`src/rtl/adder_4bit.sv`:
```
// rtl/adder_4bit.sv - 4-bit ripple-carry adder with registered sum/carry; optional V via ADDER_4BIT_OVF_EN

// Half adder: sum and carry of two bits.
module adder_4bit_half_adder (
    input  logic a,
    input  logic b,
    output logic sum,
    output logic carry
);

    assign sum   = a ^ b;
    assign carry = a & b;

endmodule

// Full adder cell built from two half adders plus an OR on the two partial carries.
module adder_4bit_full_adder (
    input  logic a,
    input  logic b,
    input  logic cin,
    output logic sum,
    output logic cout
);

    logic p;
    logic g;
    logic t;

    adder_4bit_half_adder u_ha_ab (
        .a     (a),
        .b     (b),
        .sum   (p),
        .carry (g)
    );

    adder_4bit_half_adder u_ha_pc (
        .a     (p),
        .b     (cin),
        .sum   (sum),
        .carry (t)
    );

    assign cout = g | t;

endmodule

// Top: ripple chain of four full adders feeding one output register stage.
module adder_4bit #(
    parameter int WIDTH = 4
) (
    input  logic             clk,
    input  logic             rst,
    input  logic [WIDTH-1:0] A,
    input  logic [WIDTH-1:0] B,
    input  logic             C_in,
    output logic [WIDTH-1:0] S,
    output logic             C_out
`ifdef ADDER_4BIT_OVF_EN
    ,
    output logic             V
`endif
);

    // c[i] is the carry into bit i; c[WIDTH] is the carry out of the top bit.
    logic [WIDTH:0]   c;
    logic [WIDTH-1:0] s;

    assign c[0] = C_in;

    for (genvar i = 0; i < WIDTH; i++) begin : g_cell
        adder_4bit_full_adder u_fa (
            .a    (A[i]),
            .b    (B[i]),
            .cin  (c[i]),
            .sum  (s[i]),
            .cout (c[i+1])
        );
    end

    // Register sum and carry-out; reset wins over whatever the operands are.
    always_ff @(posedge clk) begin
        if (rst) begin
            S     <= '0;
            C_out <= 1'b0;
        end else begin
            S     <= s;
            C_out <= c[WIDTH];
        end
    end

`ifdef ADDER_4BIT_OVF_EN
    // Two's-complement overflow: carry into the sign bit differs from carry out of it.
    always_ff @(posedge clk) begin
        if (rst) begin
            V <= 1'b0;
        end else begin
            V <= c[WIDTH] ^ c[WIDTH-1];
        end
    end
`endif

endmodule

```
`config.mk`:
```
export PLATFORM = sky130hd
export DESIGN_NAME = adder_4bit
export DESIGN_NICKNAME = d
export VERILOG_FILES = /design/src/rtl/adder_4bit.sv
export SDC_FILE = /design/constraint.sdc
export NUM_CORES = 1
export LEC_CHECK = 0
export CAP_MARGIN = 25
export CORE_AREA = 2 2 39 41
export CTS_CLUSTER_DIAMETER = 120
export DETAILED_ROUTE_END_ITERATION = 10
export DIE_AREA = 0 0 41 43
export GPL_ROUTABILITY_DRIVEN = 0
export PLACE_DENSITY = 0.43
export SLEW_MARGIN = 5
export SYNTH_ARGS = -nofsm -noshare
export SYNTH_HDL_FRONTEND = slang
export SYNTH_SLANG_ARGS = --single-unit
```
`constraint.sdc`:
```
create_clock -name clk -period 2.45 [get_ports clk]
set_clock_uncertainty 0.1 [all_clocks]
set_input_delay 0.49 -clock clk [delete_from_list [all_inputs] [get_ports clk]]
set_output_delay 0.49 -clock clk [all_outputs]
set_load 0.05 [all_outputs]
```
Yosys cells after proc, flatten, opt, wreduce, memory -nomap -nowiden:

Index checks and enable logic that the tools add are counted.
Widths: inputs -> output; s select.

* bitwise gates (word level): 20

Operator list (number)
* $and 1x1->1: 8
* $xor 1x1->1: 8
* $or 1x1->1: 4

* bits in registers: 5
* bits of input ports: 11
* output and inout port bits: 5
* word-level logic and storage cells: 22

Logic depth before layout (Yosys ltp):

* depth after elaboration: 9
* mapped depth: 8
* mapped depth without buffers: 8

By module:

From an unflattened synthesis, not the netlist that was laid out.

* cells, all modules: 22
* area, all modules: 256.5 µm²

By module, submodules not included
* adder_4bit: times used 1, cells each 10, area each 131.4 µm², sequential area each 100.1 µm²
* adder_4bit_half_adder: times used 8, cells each 1, area each 12.5 µm², sequential area each 0.0 µm²
* adder_4bit_full_adder: times used 4, cells each 1, area each 6.3 µm², sequential area each 0.0 µm²

Worst setup path after synthesis:

Ideal clock, no wire load.

* path type: input port to flip-flop
* from: input A[0]
* to: register S[3]
* library setup time: 0.064 ns
* arrival time: 2.007 ns
* required time: 2.286 ns
* path slack: 0.279 ns
* stages: 8
* path buffers: 0
* cells stage by stage: inv_1 -> fa_1 -> inv_1 -> fa_1 -> fa_1 -> inv_1 -> fa_1 -> nor2_1

* cells in the longest elaborated chain, start to end: 8
* elaborated cells on any way between the ends: 9
* classes of those cells: 9 x bitwise

Ends and longest elaborated chain
* start: declaration: RTL line 53 `input logic [WIDTH-1:0] A,`
* $xor 1x1->1: RTL line 11 `assign sum = a ^ b;`
* $and 1x1->1: RTL line 12 `assign carry = a & b;`
* $or 1x1->1 *: RTL line 43 `assign cout = g | t;`
* $and 1x1->1 *: RTL line 12
* $or 1x1->1 *: RTL line 43
* $and 1x1->1 *: RTL line 12
* $or 1x1->1 *: RTL line 43
* $xor 1x1->1 *: RTL line 11
* end signal: assignment: RTL line 86 `S <= s;`
* end: declaration: RTL line 56 `output logic [WIDTH-1:0] S,`

Mark *: on every way between the ends. The rest lies on a longest branch, timed or not.
A chain may end at the register's enable or synchronous reset.

Worst setup path after layout:

* from: input A[1]
* to: register S[3]

* cells in the longest elaborated chain, start to end: 6
* elaborated cells on any way between the ends: 7
* classes of those cells: 7 x bitwise

Ends and longest elaborated chain (RTL line)
* $xor 1x1->1: 11
* $and 1x1->1: 12
* $or 1x1->1 *: 43
* $and 1x1->1 *: 12
* $or 1x1->1 *: 43
* $xor 1x1->1 *: 11

Marked as above.

==> flow_summary_export.csv <==
group,metric,value,unit
status,status,"completed",
clocking,cts_buffers,3,
die,rows,14,
clocking,cts-root-buf,"clkbuf_4",
synthesis,synth.net_count,36,
place,post-place-ws,-206,ps
detailed_routing,top_layer,"met3",
synthesis,synth_top_area_frac,0.435,
die,die_x,41,um
pwr,p_switching,81.0,uW
pwr,clkPwrFrac,0.331,
synthesis,synth_cell_type_count,5,
global_routing,grt_max_degree,6,
synthesis,synth-seq-cells,5,
clocking,clock-sinks,5,
flow_run,max_cap_violations,0,
synthesis,synth_area_leaders,"dfxtp_1, fa_1, inv_1, nor2b_1, nor2_1",
clocking,htreeDepth,1,
clocking,clock_path_buffers,2,
synthesis,synthesis.area,230,um2
critical_path,crit_fanout,1,
sta,min_period,2180,ps
global_routing,grt_pass1_vias,165,
critical_path,start_kind,"primary input",
sta,fmaxAchievable,458,MHz
detailed_routing,vias_per_cell,3.14,
layout,drive_gt1_frac,0.275,
synthesis,postSynthAreaPerCell,11.0,um2
sta,worst_slew_pin_slew,492,ps
detailed_routing,drc,0,
critical_path,arrival,2260,ps
detailed_routing,num_vias,176,
sta,slew_headroom,0.671,
clocking,cts_tree,"yes",
sta,setup_slack,266,ps
detailed_routing,wl_per_cell,6.70,um
sta,rsz0062_at_grt,"false",
die,start_util,0.166,
critical_path,end_kind,"flop",
critical_path,slowest_delay,440,ps
layout,nets,56,
pwr,power_leakage,0.000210,uW
detailed_routing,drt_pass1_iterations,2,
synthesis,yosysSeqAreaShare,0.435,
pwr,pwr_density_cell,616,nW/um2
detailed_routing,wl_met2,159,um
layout,diodes,0,
detailed_routing,drt_iter0_drc,2,
layout,final_util,0.319,
sta,setup_viol,0,
synthesis,ys_top_cells_by_count,"inv_1, dfxtp_1, fa_1",
detailed_routing,wl,375,um
clocking,holdBufCountCts,0,
layout,area_growth,91.8,%
synthesis,synth-main-ff-cell,"dfxtp_1",
critical_path,cpMaxStageDelayCell,"clkdlybuf4s50_1",
die,fp.dieArea,1760,um2
critical_path,crit_type,"in -> reg",
die,die_y,43,um
synthesis,synthArstFlopShare,0,
die,ioPinCount,16,
detailed_routing,drtAntennaViolNets,0,
detailed_routing,wl_met1,141,um
worst_hold_path,hp-class,"in -> reg",
sta,tns,0,ps
sta,drv_slew,0,
critical_path,crit_chain,"clkdlybuf4s50_1 > fa_2 > fa_2 > inv_2 > fa_1 > nor2_1",
synthesis,synthCells,21,
place,port_buffers,15,
global_routing,grt_usage,0.0516,
die,core_area,1380,um2
synthesis,yosysTopAreaCell,"dfxtp_1",
global_routing,grt-ovfl-total,0,
critical_path,cp_top_family,"adder cells",
pwr,seqPwrFrac,0.341,
pwr,power.internal,191,uW
pwr,power_frac_comb,0.328,
clocking,post_cts_buffers,0,
synthesis,synth_edf_count,0,
sta,period_share,0.891,
clocking,path_clk_slew,40,ps
critical_path,worst-path-buf-inv,2,
detailed_routing,dr_wl_met3,75,um
critical_path,critPathRequiredTime,2520,ps
sta,finalHoldViolations,0,
pwr,peakVddDrop,125,uV
global_routing,antenna_found_initial,0,
synthesis,yosysMostFrequentCell,"inv_1",
global_routing,grt_pass1_wl,545,um
critical_path,cp_common_cell,"fa_2",
synthesis,ys.warnings.count,0,
pwr,switching_share,0.298,
-- cells by family after synthesis --
logic type               Yosys count  share of synthesized area
AND/OR/NAND/NOR                    5                      0.103
flip-flops                         5                      0.435
adder cells (fa/ha/maj)            4                      0.348
buffers and inverters              7                      0.114
-- layout by cell type, fill, tap and decap left out, drive strengths merged --
cell type,Yosys,routed
clkbuf,0,4
clkdlybuf4s50,0,12
dfxtp,5,5
dlymetal6s2s,0,3
fa,4,4
inv,7,7
nor2,3,3
nor2b,2,2
-- layout make-up --
type,instances,area (um2)
flip-flops and latches,5,100
repair buffers,15,158
fillers,146,942
multi-input cells,9,111
clock buffers,4,26.3
well taps,16,20.0
inverters,7,26.3
-- timing repair --
item | CTS | global route
resized for setup | 0 | 11
endpoints found under the hold margin | 0 | 0
setup endpoints to repair | 0 | 1
-- path summary, 6_finish.rpt --
check / from / to / slack [ps] / depth (start not counted)
max: A[1] / S[3] / 270 / 6
min: B[0] / S[0] / 600 / 4
-- power by group through the flow --
stage                     registers (uW)  clock network, uW  logic (uW)
after floorplan                      127                  0        16.3
after global placement              94.2                  0        87.6
after detailed placement            94.5                  0        87.8
after CTS                           93.1               95.8        87.8
after global routing                93.4               99.3        97.9
final                               92.9               90.1        89.2
-- stage by stage --
| step | hold slack [ps] | area [um2] | power, uW | instances |
|---|---|---|---|---|
| after floorplan | 462 | 230 | 144 | 21 |
| after global placement | 1030 | 400 | 182 | 52 |
| after detailed placement | 1050 | 400 | 182 | 52 |
| after CTS | 801 | 427 | 277 | 56 |
| after global routing | 628 | 442 | 291 | 56 |
| final | 598 | 442 | 272 | 56 |
-- layer usage --
metal | up-vias | global-route usage
li1 | 93 | -
met1 | 68 | 0.0528
met4 | 0 | 0.0800
met2 | 15 | 0.0625
met3 | 0 | 0.0157
met5 | - | 0
-- registers in the layout, summed over array words and instances (netlist names) --
name / flops
S: 4
C_out: 1
(Power assumes the default switching activity.)
